==> config.mk <==
export PLATFORM = sky130hd
export DESIGN_NAME = fifo_level
export DESIGN_NICKNAME = d
export VERILOG_FILES = /design/src/rtl/fifo_level_pkg.sv /design/src/rtl/fifo_level_ctrl.sv /design/src/rtl/fifo_level.sv
export SDC_FILE = /design/constraint.sdc
export NUM_CORES = 1
export LEC_CHECK = 0
export BUFFER_PORTS_ARGS = -buffer_cell sky130_fd_sc_hd__buf_2
export CORE_MARGIN = 4
export CORE_UTILIZATION = 45
export DETAILED_ROUTE_END_ITERATION = 8
export PLACE_DENSITY = 0.61
export SYNTH_ARGS = -nofsm -noshare
export SYNTH_HDL_FRONTEND = slang
export SYNTH_SLANG_ARGS = --single-unit
export TNS_END_PERCENT = 5
==> constraint.sdc <==
create_clock -name clk -period 9.2 [get_ports clk]
set_input_delay 0.92 -clock clk [delete_from_list [all_inputs] [get_ports clk]]
set_output_delay 0.92 -clock clk [all_outputs]
set_load 0.01 [all_outputs]
==> src/rtl/fifo_level_pkg.sv <==
// Shared types and defaults for the fifo_level FIFO: error-flag struct, depth helper
// and default widths.
package fifo_level_pkg;

    localparam int DW_DEF = 8;
    localparam int AW_DEF = 4;

    typedef struct packed {
        logic overflow;
        logic underflow;
    } fifo_err_t;

    function automatic int depth(input int aw);
        return 1 << aw;
    endfunction

endpackage

==> src/rtl/fifo_level_ctrl.sv <==
// Control path of fifo_level: acceptance, pointers, occupancy count, level flags and
// the sticky overflow/underflow error registers.
module fifo_level_ctrl
    import fifo_level_pkg::*;
#(
    parameter int AW = AW_DEF
) (
    input  logic          clk,
    input  logic          reset,
    input  logic          rd,
    input  logic          wr,
    input  logic [AW:0]   af_th,
    input  logic [AW:0]   ae_th,
    input  logic          clr_err,
    output logic          wr_acc,
    output logic          rd_acc,
    output logic [AW-1:0] w_ptr,
    output logic [AW-1:0] r_ptr,
    output logic [AW:0]   count,
    output logic          empty,
    output logic          full,
    output logic          almost_full,
    output logic          almost_empty,
    output fifo_err_t     err
);

    localparam logic [AW:0] FULL_CNT = {1'b1, {AW{1'b0}}};

    logic [AW-1:0] w_ptr_q, w_ptr_d;
    logic [AW-1:0] r_ptr_q, r_ptr_d;
    logic [AW:0]   count_q, count_d;
    fifo_err_t     err_q, err_d;

    assign empty        = (count_q == '0);
    assign full         = (count_q == FULL_CNT);
    assign almost_full  = (count_q >= af_th);
    assign almost_empty = (count_q <= ae_th);

    // A simultaneous read frees the slot the write needs, so a full FIFO still accepts.
    assign rd_acc = rd & ~empty;
    assign wr_acc = wr & (~full | rd);

    always_comb begin
        w_ptr_d = w_ptr_q;
        r_ptr_d = r_ptr_q;
        count_d = count_q;
        if (wr_acc) w_ptr_d = w_ptr_q + 1'b1;
        if (rd_acc) r_ptr_d = r_ptr_q + 1'b1;
        unique case ({wr_acc, rd_acc})
            2'b10:   count_d = count_q + 1'b1;
            2'b01:   count_d = count_q - 1'b1;
            default: count_d = count_q;
        endcase
    end

    // Set events take priority over clr_err so no error is lost in the clearing cycle.
    always_comb begin
        err_d.overflow  = (wr & ~wr_acc) | (err_q.overflow  & ~clr_err);
        err_d.underflow = (rd & empty)   | (err_q.underflow & ~clr_err);
    end

    always_ff @(posedge clk or negedge reset) begin
        if (!reset) begin
            w_ptr_q <= '0;
            r_ptr_q <= '0;
            count_q <= '0;
            err_q   <= '0;
        end else begin
            w_ptr_q <= w_ptr_d;
            r_ptr_q <= r_ptr_d;
            count_q <= count_d;
            err_q   <= err_d;
        end
    end

    assign w_ptr = w_ptr_q;
    assign r_ptr = r_ptr_q;
    assign count = count_q;
    assign err   = err_q;

endmodule

==> src/rtl/fifo_level.sv <==
// Synchronous FIFO with occupancy count, threshold flags and sticky error flags.
// Define FIFO_LEVEL_REG_OUT_EN for a registered r_data; default is show-ahead.
module fifo_level
    import fifo_level_pkg::*;
#(
    parameter int DW = DW_DEF,
    parameter int AW = AW_DEF
) (
    input  logic          clk,
    input  logic          reset,
    input  logic          rd,
    input  logic          wr,
    input  logic [DW-1:0] w_data,
    input  logic [AW:0]   af_th,
    input  logic [AW:0]   ae_th,
    input  logic          clr_err,
    output logic [DW-1:0] r_data,
    output logic          empty,
    output logic          full,
    output logic          almost_full,
    output logic          almost_empty,
    output logic [AW:0]   count,
    output logic          overflow,
    output logic          underflow
);

    logic          wr_acc;
    logic          rd_acc;
    logic [AW-1:0] w_ptr;
    logic [AW-1:0] r_ptr;
    fifo_err_t     err;

    logic [DW-1:0] mem [depth(AW)];

    fifo_level_ctrl #(.AW(AW)) u_ctrl (
        .clk          (clk),
        .reset        (reset),
        .rd           (rd),
        .wr           (wr),
        .af_th        (af_th),
        .ae_th        (ae_th),
        .clr_err      (clr_err),
        .wr_acc       (wr_acc),
        .rd_acc       (rd_acc),
        .w_ptr        (w_ptr),
        .r_ptr        (r_ptr),
        .count        (count),
        .empty        (empty),
        .full         (full),
        .almost_full  (almost_full),
        .almost_empty (almost_empty),
        .err          (err)
    );

    assign overflow  = err.overflow;
    assign underflow = err.underflow;

    // Storage is not reset; only the pointers define valid contents.
    always_ff @(posedge clk) begin
        if (wr_acc) mem[w_ptr] <= w_data;
    end

`ifdef FIFO_LEVEL_REG_OUT_EN
    logic [DW-1:0] r_data_q, r_data_d;

    always_comb begin
        r_data_d = r_data_q;
        if (rd_acc) r_data_d = mem[r_ptr];
    end

    always_ff @(posedge clk or negedge reset) begin
        if (!reset) r_data_q <= '0;
        else        r_data_q <= r_data_d;
    end

    assign r_data = r_data_q;
`else
    assign r_data = mem[r_ptr];
`endif

endmodule

; After elaboration in Yosys (flattened, before gate mapping)
; Memories as Yosys holds them, arrays and structs flattened.
; Cells that the tools add are included.
[word_totals]
regBits = 15
ram_bits = 128
input_bits = 23
wordCells = 33
memories = 1
[memory_table]
columns = memory, words, width, rd, rd_ports_with_merged_regs, wr, line
row1 = mem, 16, 8, 1, 0, 1, fifo_level.sv:33  ; logic [DW-1:0] mem [depth(AW)];
[classes]
addsub = 4
order_cmp = 2
eq_ne = 3
n_mux = 3
bitwise_logic = 13
n_reduce_logical = 2
[ops]
columns = cell, n
row1 = one-hot mux 5 bit (2 select lines), 1
row2 = "adder 4 x 1 -> 4 bit, second input constant", 2
row3 = AND 1 bit, 6
row4 = "adder 5 x 1 -> 5 bit, second input constant", 1
row5 = "equality test 5 bit, second input constant", 1
row6 = >= comparator 5 bit, 1
row7 = less-or-equal comparator 5 bit, 1
row8 = logical NOT 5 bit, 1
row9 = "subtractor 5 x 1 -> 5 bit, second input constant", 1
row10 = inverter 1 bit, 4
row11 = OR 1 bit, 3
row12 = "equality test 2 x 1 -> 1 bit, second input constant", 1
row13 = "equality test 2 bit, second input constant", 1
row14 = 2-to-1 mux 1 bit, 2
row15 = nonzero test 2 bit, 1

; Logic depth before layout (Yosys ltp)
; Gate-level depths: netlist of run 1.
[depth]
depth_word = 7
depth_mapped = 13
mapped_depth_nobuf = 10

; Cells and area by module
; Synthesis of run 1 repeated with hierarchy kept, for this count alone.
[unflattened]
hier_cells = 330
area_unflattened_um2 = 6055.8
[by_module_without_submodules]
columns = mod, instances, cells_per_inst, area_each_um2, seq_area_each_um2
row1 = fifo_level, 1, 221, 4987.3, 3843.7
row2 = fifo_level_ctrl, 1, 109, 1068.5, 375.4

; Worst setup path before layout of run 1
; No wires, ideal clock.
[synth_timing]
kind = reg2reg
from = register u_ctrl.count_q[1] (netlist: u_ctrl.count[1])
to = register u_ctrl.count_q[4] (netlist: u_ctrl.count[4])
arrival_time_ps = 3123
slack_ps = 5932
path_stages_with_launch = 14
path_buffers = 3
cell_sequence = dfrtp_1 buf_6 or4_4 or3_1 buf_6 nand2_4 ha_1 clkbuf_1 xor2_1 ha_1 o211a_1 or4_1 o2111ai_1 a311oi_1
[synth_between]
elab_chain_len = 6
[synth_lines]
columns = item, line
row1 = from (decl), fifo_level_ctrl.sv:31  ; logic [AW:0] count_q, count_d;
row2 = from (signal assigned), fifo_level_ctrl.sv:71  ; count_q <= count_d;
row3 = equality test 5 bit, fifo_level_ctrl.sv:35  ; assign full = (count_q == FULL_CNT);
row4 = inverter 1 bit, fifo_level_ctrl.sv:41  ; assign wr_acc = wr & (~full | rd);
row5 = OR 1 bit, fifo_level_ctrl.sv:41
row6 = AND 1 bit, fifo_level_ctrl.sv:41
row7 = equality test 2 x 1 -> 1 bit or equality test 2 bit (tied branches), fifo_level_ctrl.sv:49  ; unique case ({wr_acc, rd_acc})
row8 = one-hot mux 5 bit (2 select lines) or nonzero test 2 bit (tied branches), -
; Parallel ways exist; a longest one is shown, timed or not.
; A chain may end at the register's enable or synchronous reset.

; Worst setup path after layout of run 1
[layout_timing]
from = register u_ctrl.r_ptr_q[0] (netlist: u_ctrl.r_ptr[0])
to = output r_data[0]
[layout_between]
elab_chain_len = 1
[layout_lines]
columns = item, line
row1 = from (decl), fifo_level_ctrl.sv:30  ; logic [AW-1:0] r_ptr_q, r_ptr_d;
row2 = from (signal assigned), fifo_level_ctrl.sv:70  ; r_ptr_q <= r_ptr_d;
row3 = memory (16 x 8 bit), -
row4 = to (decl), fifo_level.sv:17  ; output logic [DW-1:0] r_data,
; No other way between the ends.

==> results of run 1 <==
==> routing by layer <==
| metal | GRT usage | vias to the layer above | wire length [um] |
|---|---|---|---|
| li1 | - | 1446 | - |
| met1 | 0.218 | 1651 | 5040 |
| met2 | 0.280 | 77 | 6110 |
| met3 | 0.0540 | 13 | 486 |
| met4 | 0.0486 | 0 | 99 |
| met5 | 0 | - | 0 |
==> logic make-up after synthesis <==
logic type	Yosys count	share of synthesized area
buffers and inverters	33	0.0243
DFF	143	0.696
adders and majority gates	19	0.0392
xor gates and xnor gates	10	0.0144
AOI/OAI and AO/OA	39	0.0448
and+or+nand+nor	64	0.0573
muxes	35	0.124
==> registers in the layout (all words and copies together), names as in the netlist <==
name and count:
u_ctrl.r_ptr 4, u_ctrl.count 5, u_ctrl.err 2, u_ctrl.w_ptr 4
mem 128
==> worst max-delay path by stage <==
stage,start,endpoint,slack [ns]
5_1_grt,u_ctrl.r_ptr[0]$_DFFE_PN0P_,r_data[2],5.45
3_5_place_dp,u_ctrl.count[1]$_DFFE_PN0P_,u_ctrl.count[4]$_DFFE_PN0P_,5.87
2_1_floorplan,u_ctrl.count[1]$_DFFE_PN0P_,u_ctrl.count[4]$_DFFE_PN0P_,5.93
3_3_place_gp,u_ctrl.count[1]$_DFFE_PN0P_,u_ctrl.count[4]$_DFFE_PN0P_,5.97
6_report,u_ctrl.r_ptr[0]$_DFFE_PN0P_,r_data[0],5.68
4_1_cts,u_ctrl.r_ptr[0]$_DFFE_PN0P_,r_data[0],5.55
==> cell type report <==
type / instances / area share
sequential: 143 / 0.608
multi-input combinational: 167 / 0.245
clock buffer: 19 / 0.0624
timing repair buffer: 47 / 0.0361
tap: 176 / 0.0317
inverter: 17 / 0.00919
clock inverter: 12 / 0.00775
==> cells in the final DEF, fill, tap and decap left out, drive strengths merged, types with 7 or more instances in the layout <==
| cell type | count |
|---|---|
| a22oi | 16 |
| buf | 47 |
| clkbuf | 19 |
| clkinv | 12 |
| dfrtp | 15 |
| edfxtp | 128 |
| ha | 19 |
| inv | 17 |
| mux4 | 32 |
| nand2 | 20 |
| nor2 | 12 |
| nor3b | 7 |
| xnor2 | 8 |
==> cell usage after synthesis (all sizes together), types with 5 or more instances <==
cell type,count
a21oi,5
a22oi,16
and3,5
buf,8
clkbuf,7
dfrtp,15
edfxtp,128
ha,19
inv,17
mux4,32
nand2,20
nor2,12
nor3b,7
o21ai,6
xnor2,8
==> worst register-to-register path, stage by stage, from the launching register on <==
cell and delay (ns):
dfrtp_1 0.50, or4_4 0.59, or3_1 0.44, nand2_4 0.14, ha_1 0.39, xor2_1 0.13
ha_1 0.23, o211a_1 0.22, or4_1 0.39, o2111ai_1 0.12, a311oi_1 0.07
==> power by group through the flow <==
| stage | logic (mW) | clock network, mW | registers [mW] |
|---|---|---|---|
| 4_1_cts | 0.662 | 0.577 | 0.893 |
| 5_1_grt | 0.716 | 0.612 | 0.904 |
| 6_report | 0.647 | 0.569 | 0.889 |
| 2_1_floorplan | 0.502 | 0 | 0.853 |
| 3_5_place_dp | 0.659 | 0 | 0.905 |
| 3_3_place_gp | 0.652 | 0 | 0.901 |
==> stage by stage <==
stage                     hold WS [ns]  area (um2)
after global placement           0.516        6450
final                            0.433        6940
after global routing             0.436        6940
after detailed placement         0.521        6450
after CTS                        0.432        6940
after floorplan                  0.489        6070
==> flow_summary.json, run 1 <==
{
  "firstDrtPassIters": 5,
  "routed_wl_um": 11700,
  "synth_area_um2": 6070,
  "ys_seq_area_frac": 0.696,
  "internal-power_mw": 1.44,
  "yosys.area.top_type": "edfxtp_1",
  "leakage_nw": 2.49,
  "rsz0062_at_grt": "false",
  "r2r-end": "u_ctrl.count[4]$_DFFE_PN0P_",
  "first_global_vias": 3359,
  "grt_pass1_wl_um": 18600,
  "die_w_um": 124,
  "seqPwrFrac": 0.422,
  "relSlewSlack": 0.341,
  "cpMaxStageDelayCell": "mux4_2",
  "final_cells": 581,
  "fin_crit_ns": 3.52,
  "num_antenna_cells": 0,
  "ios": 42,
  "worstPathArrival_ns": 2.60,
  "core_region_area_um2": 13200,
  "synth_seq_cells": 143,
  "tightest_slew_ns": 0.984,
  "ff2ff_path_depth": 10,
  "vias": 3187,
  "p_clk_frac": 0.270,
  "combPwrFrac": 0.307,
  "drv_slew": 0,
  "track_usage": 0.170,
  "synth.avg_cell_area_um2": 17.7,
  "finalPower_mw": 2.10,
  "setup_viol": 0,
  "criticalPathCategory": "flip-flop to primary output",
  "tns_ns": 0,
  "register_area_um2": 4220,
  "rows": 42,
  "worst_slack_ns": 5.68,
  "synth_top_area_frac": 0.634,
  "clock_latency_ns": 0.41,
  "initial_core_util": 0.458,
  "r2r-start": "u_ctrl.count[1]$_DFFE_PN0P_",
  "cp.required_ns": 8.28,
  "nets": 435,
  "r2r_setup_slack_ns": 5.85,
  "ys_async_sr_fraction": 0.105,
  "multiInputGateArea_um2": 1700,
  "place_ws_ns": 5.87,
  "place_hpwl_um": 7500,
  "synth.distinct_cells": 42,
  "antenna_found_initial": 0,
  "fmax_mhz": 284,
  "postCtsHoldBufs": 0,
  "hold_path_class": "primary input to asynchronous set/reset pin",
  "yosysWarnings": 0,
  "drtAntennaViolNets": 0,
  "syn_inst": 343,
  "path_depth": 5,
  "cts.sinks": 143,
  "post-route-period-util": 0.383,
  "ys_top_cells_by_area": "edfxtp_1 (63%), mux4_2 (12%), dfrtp_1 (6.2%)",
  "die_area_um2": 15400,
  "clockRootBuffer": "clkbuf_16",
  "clkSlewWorstSetupHoldPaths_ns": 0.05,
  "cts_max_path_buffers": 2,
  "switching_share": 0.314,
  "via_per_inst": 5.49,
  "numCtsBuffers": 17,
  "p_sw_uw": 661,
  "nFillCells": 1077,
  "ys.flop_type": "edfxtp_1",
  "drive_gt1_frac": 0.279,
  "grt_max_degree": 28,
  "cp_num_buf_inv": 2,
  "h-tree-depth": 4,
  "cts_tree": "yes",
  "final_util": 0.524,
  "path_max_fanout": 27,
  "critPathTopFamily": "buffers and inverters",
  "dp_cells": 550,
  "hold_violations": 0,
  "drt_iter0_drc": 257,
  "cts_setup_buffers": 0,
  "wl_per_cell_um": 20.2,
  "status": "complete, no violations",
  "die_y_um": 124,
  "cellPowerDensity_nw_per_um2": 303,
  "start_kind": "flip-flop",
  "synth_edf_count": 128,
  "end_kind": "primary output",
  "cpPeakStageDelay_ns": 0.56,
  "ir_drop_v": 0.000146,
  "maxCapViolCount": 0,
  "portBuffers": 41,
  "synth_nets": 385,
  "place_congestion": 0.780,
  "finClkSkew_ns": 0.0101,
  "drc": 0,
  "areaGrowthSynthToFinish_pct": 14.4,
  "crit_chain": "buf_4, mux4_2, a22oi_1, nand2_1, buf_2",
  "cts_resized": 0,
  "grt_overflow": 0
}
(Power assumes the default switching activity.)
==> run 2, diff against run 1 <==
==> constraint.sdc (replaced) <==
create_clock -name clk -period 3.6 [get_ports clk]
set_input_delay 0.36 -clock clk [delete_from_list [all_inputs] [get_ports clk]]
set_output_delay 0.36 -clock clk [all_outputs]
set_load 0.01 [all_outputs]
==> flow_summary.json, run 2 (synthesis results as in run 1) <==
{
  "status": "complete, no violations",
  "final_util": 0.537,
  "initial_core_util": 0.458,
  "cp.required_ns": 3.89,
  "hold_violations": 0,
  "num_antenna_cells": 0,
  "routed_wl_um": 11900,
  "layout_commonest_cell": "edfxtp_1",
  "numCtsBuffers": 17,
  "setup_viol": 0,
  "drt_iter0_drc": 283,
  "rows": 42,
  "portBuffers": 41,
  "path_max_fanout": 11,
  "place_hpwl_um": 7570,
  "combPwrFrac": 0.295,
  "firstDrtPassIters": 4,
  "switching_share": 0.303,
  "internal-power_mw": 4.03,
  "clock_latency_ns": 0.42,
  "die_y_um": 124,
  "grt_pass1_wl_um": 18800,
  "die_area_um2": 15400,
  "vias": 3175,
  "cts_tree": "yes",
  "cellPowerDensity_nw_per_um2": 813,
  "clkSlewWorstSetupHoldPaths_ns": 0.06,
  "h-tree-depth": 4,
  "die_w_um": 124,
  "hold_start": "clr_err",
  "via_per_inst": 5.45,
  "end_kind": "flip-flop",
  "relSlewSlack": 0.372,
  "cts.sinks": 143,
  "cp-startpoint": "u_ctrl.count[1]$_DFFE_PN0P_",
  "p_sw_mw": 1.75,
  "maxCapViolCount": 0,
  "tightest_slew_ns": 0.939,
  "fmax_mhz": 308,
  "top_register": "mem",
  "drive_gt1_frac": 0.295,
  "cts_max_path_buffers": 2,
  "largest_reg_flops": 128,
  "leakage_nw": 2.55,
  "grt_max_degree": 28,
  "rsz0062_at_grt": "false",
  "clockRootBuffer": "clkbuf_16",
  "wl_per_cell_um": 20.4,
  "layout_common_cells": "edfxtp_1 (128), buf_2 (41), mux4_2 (32), nand2_1 (19), ha_1 (18)",
  "track_usage": 0.173,
  "core_region_area_um2": 13200,
  "areaGrowthSynthToFinish_pct": 17.2,
  "grt_overflow": 0,
  "dpl_cell_area_um2": 6480,
  "first_global_vias": 3321,
  "worstPathArrival_ns": 3.54,
  "tns_ns": 0,
  "fin_area_um2": 7110,
  "criticalPathCategory": "flip-flop to flip-flop",
  "drv_slew": 0,
  "finClkSkew_ns": 0.00931,
  "nets": 436,
  "place_congestion": 0.773,
  "r2r-start": "u_ctrl.count[1]$_DFFE_PN0P_",
  "cts_setup_buffers": 0,
  "hold_path_class": "primary input to flip-flop",
  "post-route-period-util": 0.901,
  "start_kind": "flip-flop",
  "drtAntennaViolNets": 0,
  "antenna_found_initial": 0,
  "drc": 0,
  "fin_crit_ns": 3.24,
  "ios": 42,
  "p_clk_frac": 0.314,
  "ir_drop_v": 0.000439,
  "seqPwrFrac": 0.391
}
==> run 2: power groups by stage <==
| stage | sequential (mW) | combinational [mW] | clock [mW] |
|---|---|---|---|
| floorplan | 2.18 | 1.28 | 0 |
| global placement | 2.28 | 1.72 | 0 |
| detailed placement | 2.30 | 1.75 | 0 |
| CTS | 2.27 | 1.75 | 1.85 |
| global route | 2.30 | 1.90 | 1.93 |
| finish | 2.26 | 1.70 | 1.81 |
==> run 2: timing repair <==
action | in CTS | in global routing
endpoints found under the setup margin | 0 | 1
hold endpoints to repair | 15 | 0
hold buffers | 1 | 0
resized for setup | 0 | 1
==> run 2: per-stage QoR <==
stage	hold WS (ns)	instances	power, mW	setup WS (ns)
2_1_floorplan	0.0644	343	3.46	0.332
4_1_cts	0.138	583	5.87	0.254
5_1_grt	0.145	583	6.13	0.134
6_report	0.156	583	5.78	0.355
3_3_place_gp	0.297	550	4.00	0.355
3_5_place_dp	0.307	550	4.04	0.268
==> run 2: layer usage <==
metal | global-route usage | wire, um | share of wire
met1 | 0.234 | 5200 | 0.44
met2 | 0.273 | 5980 | 0.50
met3 | 0.0472 | 517 | 0.044
met4 | 0.0623 | 162 | 0.014
met5 | 0 | 0 | 0
==> run 2: final cells by class <==
type	count	area (um2)
clock buffer	18	429
clock inverter	14	190
fill	1086	6130
inverter	17	63.8
multi-input combinational	167	1700
sequential	143	4220
tap	176	220
timing repair buffer	48	285
==> run 2: final timing paths <==
check / end / depth (start not counted) / slack, ns
setup reg to reg: u_ctrl.count[4]$_DFFE_PN0P_ / 10 / 0.36
min in group asynchronous: u_ctrl.w_ptr[2]$_DFFE_PN0P_ / 2 / 0.39
hold / removal: u_ctrl.err[1]$_DFF_PN0_ / 2 / 0.16
hold reg to reg: u_ctrl.err[0]$_DFF_PN0_ / 2 / 0.52
setup / recovery: u_ctrl.count[4]$_DFFE_PN0P_ / 10 / 0.36
max in group asynchronous: u_ctrl.r_ptr[0]$_DFFE_PN0P_ / 2 / 2.90
==> run 2: critical path: stages, from the launching register on <==
cell	delay, ns
dfrtp_1	0.50
or4_4	0.59
or3_1	0.44
nand2_4	0.14
ha_2	0.30
xor2_1	0.10
ha_1	0.23
o211a_1	0.22
or4_1	0.41
o2111ai_1	0.12
a311oi_1	0.06
==> run 3, diff against run 2 <==
--- a/config.mk
+++ b/config.mk
@@ -10,6 +10,7 @@
 export CORE_UTILIZATION = 45
 export DETAILED_ROUTE_END_ITERATION = 8
 export PLACE_DENSITY = 0.61
+export SETUP_SLACK_MARGIN = 0.4
 export SYNTH_ARGS = -nofsm -noshare
 export SYNTH_HDL_FRONTEND = slang
 export SYNTH_SLANG_ARGS = --single-unit
==> flow_summary.json, run 3 (synthesis results as in run 1) <==
{
  "routed_wl_um": 11600,
  "place_hpwl_um": 7400,
  "core_region_area_um2": 13200,
  "layout_common_cells": "edfxtp_1 (128), buf_2 (41), mux4_2 (32), nand2_1 (19), ha_1 (18)",
  "cts_tree": "yes",
  "final_cells": 588,
  "drtAntennaViolNets": 0,
  "ios": 42,
  "status": "complete, no violations",
  "cts_max_path_buffers": 2,
  "crit_chain": "or4_4, or3_4, nand2_4, ha_2, xor2_1, ha_1, o211a_1, or4_1, o2111ai_1, a311oi_1",
  "place_congestion": 0.803,
  "clkSlewWorstSetupHoldPaths_ns": 0.06,
  "initial_core_util": 0.458,
  "worst_slack_ns": 0.576,
  "antenna_found_initial": 0,
  "ff2ff_path_depth": 10,
  "num_antenna_cells": 0,
  "fmax_mhz": 331,
  "tightest_slew_ns": 1.04,
  "layout_commonest_cell": "edfxtp_1",
  "r2r-start": "u_ctrl.count[1]$_DFFE_PN0P_",
  "die_y_um": 124,
  "wl_per_cell_um": 19.7,
  "worstPathArrival_ns": 3.31,
  "rsz0062_at_grt": "false",
  "relSlewSlack": 0.302,
  "nets": 441,
  "nFillCells": 1077,
  "hold_start": "clr_err",
  "dp_cells": 555,
  "rows": 42,
  "top_register": "mem",
  "drt_iter0_drc": 237,
  "numCtsBuffers": 17,
  "maxCapViolCount": 0,
  "areaGrowthSynthToFinish_pct": 17.6,
  "cp_num_buf_inv": 0,
  "post-route-period-util": 0.840,
  "cts.sinks": 143,
  "drc": 0,
  "portBuffers": 41,
  "fin_area_um2": 7140,
  "cp.required_ns": 3.89,
  "path_max_fanout": 11,
  "grt_overflow": 0,
  "die_w_um": 124,
  "ir_drop_v": 0.000380,
  "clock_latency_ns": 0.42,
  "grt_pass1_wl_um": 18100,
  "fin_crit_ns": 3.02,
  "holdPathStages": 2,
  "tns_ns": 0,
  "finClkSkew_ns": 0.0106,
  "h-tree-depth": 4,
  "criticalPathCategory": "flip-flop to flip-flop",
  "whs_endpoint": "u_ctrl.err[1]$_DFF_PN0_",
  "hold_path_class": "primary input to flip-flop",
  "firstDrtPassIters": 4,
  "via_per_inst": 5.37,
  "cellPowerDensity_nw_per_um2": 813,
  "r2r_setup_slack_ns": 0.58,
  "dpl_cell_area_um2": 6490,
  "drv_slew": 0,
  "setup_viol": 0,
  "first_global_vias": 3232,
  "finalPower_mw": 5.80,
  "track_usage": 0.167,
  "place_ws_ns": 0.413,
  "r2r-end": "u_ctrl.count[4]$_DFFE_PN0P_",
  "clockRootBuffer": "clkbuf_16",
  "grt_max_degree": 33,
  "hold_violations": 0,
  "cpMaxStageDelayCell": "or4_4",
  "end_kind": "flip-flop",
  "start_kind": "flip-flop",
  "die_area_um2": 15400,
  "critPathTopFamily": "simple AND/OR/NAND/NOR gates",
  "vias": 3156,
  "largest_reg_flops": 128,
  "register_area_um2": 4220,
  "drive_gt1_frac": 0.303,
  "multiInputGateArea_um2": 1710,
  "cpPeakStageDelay_ns": 0.57,
  "leakage_nw": 2.58
}
[run 3: cell count changes in the layout (fill, tap and decap cells not counted), moves of 2 or more]
cell / previous run / this run
buf_12: 2 / 0
buf_4: 4 / 11
clkinv_1: 1 / 3
clkinv_2: 2 / 4
clkinvlp_4: 4 / 2
inv_6: 2 / 0
[run 3: worst max-delay path by stage]
stage                                start                          end  slack (ns)  cells past startpoint
2_1_floorplan  u_ctrl.count[1]$_DFFE_PN0P_  u_ctrl.count[4]$_DFFE_PN0P_        0.46                     13
3_3_place_gp   u_ctrl.count[1]$_DFFE_PN0P_  u_ctrl.count[4]$_DFFE_PN0P_        0.49                     10
3_5_place_dp   u_ctrl.count[1]$_DFFE_PN0P_  u_ctrl.count[4]$_DFFE_PN0P_        0.41                     10
4_1_cts        u_ctrl.count[1]$_DFFE_PN0P_  u_ctrl.count[4]$_DFFE_PN0P_        0.45                     10
5_1_grt        u_ctrl.count[1]$_DFFE_PN0P_  u_ctrl.count[4]$_DFFE_PN0P_        0.43                     10
6_report       u_ctrl.count[1]$_DFFE_PN0P_  u_ctrl.count[4]$_DFFE_PN0P_        0.58                     10
[run 3: power breakdown]
group | total [mW] | internal [mW] | switching, mW
clock | 1.84 | 1.21 | 0.627
combinational | 1.73 | 0.821 | 0.911
sequential | 2.23 | 2.04 | 0.184
total | 5.80 | 4.08 | 1.72
[run 3: stage by stage]
stage	util	hold slack [ns]
finish	0.539	0.147
global route	0.539	0.125
CTS	0.538	0.125
detailed placement	0.490	0.296
global placement	0.490	0.300
floorplan	-	0.0644
[run 3: layout make-up]
class / instances / area share
multi-input cells: 167 / 0.239
clock buffers: 18 / 0.0601
well taps: 176 / 0.0309
clock inverters: 14 / 0.0275
repair buffers: 53 / 0.0417
inverters: 17 / 0.00894
flip-flops and latches: 143 / 0.592
[run 3: metal layers]
layer / global-route usage / wire, um / up-vias
li1: - / - / 1465
met1: 0.220 / 5010 / 1602
met2: 0.270 / 5860 / 81
met3: 0.0477 / 597 / 8
met4: 0.0554 / 116 / 0
met5: 0 / 0 / -
[run 3: what timing repair did]
| action | CTS | global route |
|---|---|---|
| cloned | 0 | 0 |
| hold endpoints to repair | 15 | 0 |
| pin swaps | 0 | 0 |
| buffers inserted | 0 | 0 |
| endpoints found under the setup margin | 1 | 1 |
| hold buffers | 1 | 0 |
| resized for setup | 1 | 2 |
